$ cat config.mk
export PLATFORM = sky130hd
export DESIGN_NAME = intr_controller
export DESIGN_NICKNAME = d
export VERILOG_FILES = /design/src/rtl/intr_controller.sv
export SDC_FILE = /design/constraint.sdc
export NUM_CORES = 1
export LEC_CHECK = 0
export BUFFER_PORTS_ARGS = -buffer_cell sky130_fd_sc_hd__buf_2
export CORE_MARGIN = 2
export CORE_UTILIZATION = 40
export DETAILED_ROUTE_END_ITERATION = 6
export GPL_TIMING_DRIVEN = 0
export PLACE_DENSITY_LB_ADDON = 0.12
export SLEW_MARGIN = 20
export SYNTH_ARGS = -nofsm -noshare
export SYNTH_HDL_FRONTEND = slang
export SYNTH_SLANG_ARGS = --single-unit
$ cat constraint.sdc
create_clock -name clk -period 1.75 [get_ports clk]
set_input_delay 0.175 -clock clk [delete_from_list [all_inputs] [get_ports clk]]
set_output_delay 0.175 -clock clk [all_outputs]
set_load 0.005 [all_outputs]
$ cat src/rtl/intr_controller.sv
// Two-source interrupt controller (keyboard byte, one-shot compare timer) feeding one CPU request.
// Requests are sequenced IDLE -> REQ -> SERVICE by the CPU's take and IACK pulses.
module intr_controller #(
   parameter int TIMER_W = 32
) (
   input  logic               clk,
   input  logic               reset,
   input  logic               ien,
   input  logic               idis,
   input  logic               iack,
   input  logic               irq_take,
   input  logic               kbd_valid,
   input  logic [7:0]         kbd_data,
   input  logic               cmp_we,
   input  logic [TIMER_W-1:0] cmp_wdata,
   output logic               irq,
   output logic [1:0]         irq_cause,
   output logic [7:0]         irq_data,
   output logic               kbd_overrun
);

   localparam logic [1:0] CAUSE_NONE = 2'b00;
   localparam logic [1:0] CAUSE_KBD  = 2'b01;
   localparam logic [1:0] CAUSE_TMR  = 2'b10;

   typedef enum logic [1:0] {IDLE, REQ, SERVICE} state_t;

   state_t               r_state;
   logic                 r_irq;
   logic [1:0]           r_irq_cause;
   logic [7:0]           r_irq_data;
   logic                 r_kbd_overrun;
   logic                 r_enable;
   logic                 r_kbd_pend;
   logic                 r_tmr_pend;
   logic [TIMER_W-1:0]   r_timer;
   logic [TIMER_W-1:0]   r_cmp;
   logic                 r_armed;

   logic                 w_ack_kbd;
   logic                 w_ack_tmr;
   logic                 w_match;

   assign w_ack_kbd = (r_state == SERVICE) && iack && (r_irq_cause == CAUSE_KBD);
   assign w_ack_tmr = (r_state == SERVICE) && iack && (r_irq_cause == CAUSE_TMR);
   assign w_match   = r_armed && (r_timer == r_cmp);

   assign irq         = r_irq;
   assign irq_cause   = r_irq_cause;
   assign irq_data    = r_irq_data;
   assign kbd_overrun = r_kbd_overrun;

   // Enable, pending bits, keyboard byte latch and compare timer.
   always_ff @(posedge clk or negedge reset) begin
      if (!reset) begin
         r_enable      <= 1'b0;
         r_kbd_pend    <= 1'b0;
         r_tmr_pend    <= 1'b0;
         r_irq_data    <= 8'h00;
         r_kbd_overrun <= 1'b0;
         r_timer       <= '0;
         r_cmp         <= '1;
         r_armed       <= 1'b0;
      end else begin
         if (idis)
            r_enable <= 1'b0;
         else if (ien)
            r_enable <= 1'b1;

         if (w_ack_kbd) begin
            r_kbd_pend    <= 1'b0;
            r_kbd_overrun <= 1'b0;
         end
         // A byte arriving on the acknowledge cycle re-arms pending without an overrun.
         if (kbd_valid) begin
            if (!r_kbd_pend || w_ack_kbd) begin
               r_kbd_pend <= 1'b1;
               r_irq_data <= kbd_data;
            end else begin
               r_kbd_overrun <= 1'b1;
            end
         end

         r_timer <= r_timer + TIMER_W'(1);
         if (w_ack_tmr)
            r_tmr_pend <= 1'b0;
         // A compare write on the match cycle re-arms instead of firing.
         if (cmp_we) begin
            r_cmp   <= cmp_wdata;
            r_armed <= 1'b1;
         end else if (w_match) begin
            r_armed    <= 1'b0;
            r_tmr_pend <= 1'b1;
         end
      end
   end

   always_ff @(posedge clk or negedge reset) begin
      if (!reset) begin
         r_state     <= IDLE;
         r_irq       <= 1'b0;
         r_irq_cause <= CAUSE_NONE;
      end else begin
         case (r_state)
            IDLE: begin
               if (r_enable && (r_kbd_pend || r_tmr_pend)) begin
                  r_state     <= REQ;
                  r_irq       <= 1'b1;
                  r_irq_cause <= r_kbd_pend ? CAUSE_KBD : CAUSE_TMR;
               end
            end
            REQ: begin
               // Once the CPU has vectored, the take is honoured even if IDIS lands alongside.
               if (irq_take) begin
                  r_state <= SERVICE;
                  r_irq   <= 1'b0;
               end else if (!r_enable) begin
                  r_state     <= IDLE;
                  r_irq       <= 1'b0;
                  r_irq_cause <= CAUSE_NONE;
               end
            end
            SERVICE: begin
               if (iack) begin
                  r_state     <= IDLE;
                  r_irq_cause <= CAUSE_NONE;
               end
            end
            default: begin
               r_state     <= IDLE;
               r_irq       <= 1'b0;
               r_irq_cause <= CAUSE_NONE;
            end
         endcase
      end
   end

endmodule

* Yosys cells after proc, flatten, opt, wreduce, memory -nomap -nowiden
Cells that the tools add are included.
Operators by class: add/sub/neg operators 1, equal/unequal tests 10, multiplexer cells 26, bitwise logic cells 1, reductions and logical operators 15
Operators with widths (count):
- $add A32 B1 Y32 const B | 1
- $eq A32 B32 Y1 | 1
- $mux W1 | 16
- $mux W2 | 7
- $pmux W2 S3 | 2
- $ne A2 B2 Y1 const B | 4
- $reduce_and A3 Y1 | 2
- $logic_and A1 B1 Y1 | 5
- $eq A2 B1 Y1 const B | 2
- $eq A2 B2 Y1 const B | 2
- $reduce_and A4 Y1 | 1
- $reduce_bool A2 Y1 | 2
- $ne A3 B3 Y1 const B | 1
- $pmux W1 S3 | 1
- $logic_not A2 Y1 | 1
- $logic_or A1 B1 Y1 | 2
- $reduce_and A2 Y1 | 1
- $logic_not A1 Y1 | 1
- $not A1 Y1 | 1
Word-level totals: flip-flop bits (word level) 82, output and inout port bits 12

* Longest topological paths before layout
depth in word-level cells 6, depth in mapped cells 7, mapped depth without buffers 5

* Worst setup path after synthesis
Ideal clock, no wire load.
path kind register to register, start register r_state[0], end register r_irq_data[0] (netlist: irq_data[0]), library setup time 125 ps, data arrival time 1380 ps, required time 1625 ps, path slack 245 ps, stages on the path, launching flop included 6, buffers on the path 1, path through dfrtp_1 -> clkbuf_2 -> nand3b_1 -> o21ai_0 -> nand2_1 -> mux2_2
On the way: longest elaborated chain between the ends 5
RTL lines:
- start, declared | RTL line 28 | state_t r_state;
- start signal, assigned | RTL line 100 | r_state <= IDLE;
- start signal, assigned | RTL line 107 | r_state <= REQ;
- start signal, assigned | RTL line 115 | r_state <= SERVICE;
- $eq A2 B2 Y1 | RTL line 44 | assign w_ack_kbd = (r_state == SERVICE) && iack && (r_irq_cause == CAUSE_KBD);
- $logic_and A1 B1 Y1 (2 in a row) | RTL line 44
- $logic_or A1 B1 Y1 | RTL line 76 | if (!r_kbd_pend || w_ack_kbd) begin
- $reduce_and A2 Y1 (no source line)
- end signal, assigned | RTL line 78 | r_irq_data <= kbd_data;
- end, declared | RTL line 31 | logic [7:0] r_irq_data;
No other way between the ends. A chain may end at the register's enable or synchronous reset.

* Worst setup path after layout
start register r_timer[2], end register r_timer[11]
On the way: longest elaborated chain between the ends 1
RTL lines:
- start, declared | RTL line 36 | logic [TIMER_W-1:0] r_timer;
- start signal, assigned | RTL line 84 | r_timer <= r_timer + TIMER_W'(1);
- $add A32 B1 Y32 | RTL line 84
No other way between the ends.

==> results.cfg <==
[critical_path]
rr_startpoint = r_timer[2]
cp_slowest_cell = dfrtp_1
most_common_cell_type_on_the_critical_path = and3_1
worstSetupEndpointType = register
setup.worst_path.class = register to register
path_buf_inv = 0
crit_family = simple AND/OR/NAND/NOR gates
worstSetupStartpoint = r_timer[2]
crit_path_max_fanout = 5
worst-endpoint-arrival_ns = 1.90
path_cells = and3_1 > nand3_2 > nor2_1 > and3_1 > xor2_1
critical_path_startpoint_category = register
timing.critical_path.required_ns = 2.01
timing.critical_path.slowest_cell_delay_ns = 0.43

[routing]
m1WireLength_um = 3340
initialDrtViolationCount = 49
drt_pass1_iterations = 5
avgRoutedWirePerCell_um = 14.4
routed_via_density = 4.78
dr_wl_met2_um = 3230
routed_wirelength_um = 6850
wl_met3_um = 236
detail_route.drc_violations = 0
top_signal_layer_used = met4
ant_nets = 0
routed-via-count = 2274

[synth]
seq_area_frac_synth_pct = 56.8
post_synthesis_sequential_element_count = 82
synth_cells = 288
synth-warning-count = 0
post_synth_cell_types = 34
synthesis.nets = 337
synth_top_cell_area_share_pct = 34.0
synth_area_per_cell_sq_um = 12.8
synth_top_cells_by_area = dfrtp_1 (34%), dfstp_2 (23%), xnor2_1 (14%)
netlist_area_sq_um = 3680
synth_top_cell_by_area = dfrtp_1

[clock_network]
h_tree_depth_reported_by_cts = 3
cell_at_the_root_of_the_clock_tree = clkbuf_8
tritoncts_num_sinks = 82
cts_post_setup_buffers_inserted = 0
clock_path_buffers = 2
cts_buffers = 9
cts_tree = built
insertion_delay_ns = 0.34
clkSlewWorstSetupHoldPaths_ns = 0.08

[power]
power_per_cell_area_nw_per_um2 = 949
vdd.ir_drop.worst_mv = 0.374
cellLeakagePower_nw = 1.87

[floorplan]
io-pin-count = 60
fp.dieH_um = 99.9
core.rowCount = 35
die_width_um = 99.9
die-area_sq_um = 9990
start_util_pct = 40.6
coreArea_sq_um = 9060

[flow_run]
drv_cap = 0

[grt]
grt_pass1_wl_um = 11600
maximum_number_of_pins_on_one_net_before_global_route_repair = 57
global_route.usage.total_pct = 15.0
antenna_found_initial = 0
globalRouteOverflowTotal = 0
grt_pass1_vias = 2330

[sta]
timing.slew.headroom_pct = 54.3
fin_crit_ns = 1.65
fmax_mhz = 607
grt_setup_unrepaired = yes
setup_viol_count_final = 0
holdWs_ns = 0.0574
setup_slack_after_layout_ns = 0.103
fin_worst_skew_ns = 0.0111
finalMaxSlewViolations = 0
finalCritPeriodShare_pct = 94.1
timing_hold_violations_final = 0
worst_slew_pin_slew_ns = 0.685

[worst_hold_path]
min-delay-path-class = input pin to register
min-delay-start = ien

[placement]
place.detailed.hpwl_um = 4970
dpl_worst_slack_ns = 0.0217
port_buffers = 58
dp_cells = 458
globalplace.congestion = 0.744

[cells_and_area]
finalNetCount = 409
mostFrequentLayoutCell = buf_2
layout.cells.non_filler = 476
drive_above_1_share_pct = 44.7
commonest_cells_after_routing_fill_and_taps_aside = buf_2 (58), xnor2_1 (57), dfrtp_1 (48), mux2_2 (41), dfstp_2 (32)
syn_to_final_growth_pct = 19.0
antenna_cells_inserted = 0

[run_status]
status = finished clean
## metrics by stage
| step | area (sq um) | setup TNS, ns | util, % | power [mW] |
|---|---|---|---|---|
| 2_1_floorplan | 3680 | 0 | - | 2.60 |
| 3_3_place_gp | 4110 | -8.95 | 45.4 | 2.86 |
| 3_5_place_dp | 4140 | 0 | 45.7 | 2.88 |
| 4_1_cts | 4350 | 0 | 48.0 | 4.23 |
| 5_1_grt | 4380 | -0.124 | 48.3 | 4.41 |
| 6_report | 4380 | 0 | 48.3 | 4.16 |
## sequential cells by signal (all words and copies together) (netlist names), 2 cells and up
signal	count
irq_cause	2
r_state	2
r_cmp	32
irq_data	8
r_timer	32
## power by group
| part | internal, mW | total (mW) | switching [mW] |
|---|---|---|---|
| logic | 0.337 | 0.574 | 0.237 |
| registers | 2.15 | 2.26 | 0.115 |
| clock network | 0.656 | 1.32 | 0.668 |
| total | 3.14 | 4.16 | 1.02 |
## synth_stat cells
master    number
o21ai_0        5
nor4_2         1
buf_6          1
inv_1          4
and4_1         1
and3_1         5
and2_1         2
xor2_1         5
nand3_1       12
clkbuf_2       1
nand2b_1       4
nand3b_1       3
nand2_1       15
ha_1           1
o211a_1        1
xnor2_1       57
dfrtp_1       50
nor3_1         1
dfstp_2       32
buf_2          2
nor2b_1        1
buf_4          1
a21oi_1        4
nand3_2        1
or2_2          1
o22ai_1        1
a21o_1         1
nor4_1         2
nand4_2        3
clkbuf_1       4
nor2b_2        1
nand4_1       14
mux2_2        41
nor2_1        10
## tightest hold or removal path, delay by kind of cell
| family | cells | cell delay [ns] |
|---|---|---|
| and+or+nand+nor | 2 | 0.10 |
| buffers and inverters | 1 | 0.07 |
## per-layer routing
| layer | track usage [%] | up-vias |
|---|---|---|
| li1 | - | 1133 |
| met3 | 3.69 | 5 |
| met4 | 4.11 | 0 |
| met5 | 0 | - |
| met2 | 22.7 | 38 |
| met1 | 21.7 | 1098 |
## logic make-up (layout without fill, tap and decap cells)
logic type,after synthesis,in the layout,synth area share [%]
adder cells (fa/ha/maj),1,1,0.340
XOR/XNOR,62,62,14.7
multiplexers,41,41,12.5
flip-flops,82,82,56.8
AND/OR/NAND/NOR,77,77,12.0
AO/OA/AOI/OAI,12,12,1.87
buffers and inverters,13,90,1.73
## worst paths after layout
kind                                    end  slack [ns]  depth (start not counted)
min in group asynchronous       irq_data[7]        0.28                          2
worst min-delay path               r_enable        0.06                          3
worst max-delay path            r_timer[11]        0.10                          5
worst max register to register  r_timer[11]        0.10                          5
worst min register to register      r_armed        0.49                          1
max in group asynchronous          r_cmp[4]        0.82                          3
## layout make-up
cell class	count	area [sq um]
fillers	857	4680
multi-input cells	193	1550
clock inverters	5	55.1
repair buffers	61	340
inverters	4	15.0
clock buffers	11	131
well taps	111	139
flip-flops and latches	82	2090
plain buffers	9	58.8
## timing repair
item / in CTS / in global routing
gates resized for setup: 0 / 11
hold endpoints to repair: 12 / 0
hold buffers: 2 / 0
endpoints found under the setup margin: 3 / 27
pin swaps: 1 / 2
(Power assumes the default switching activity.)
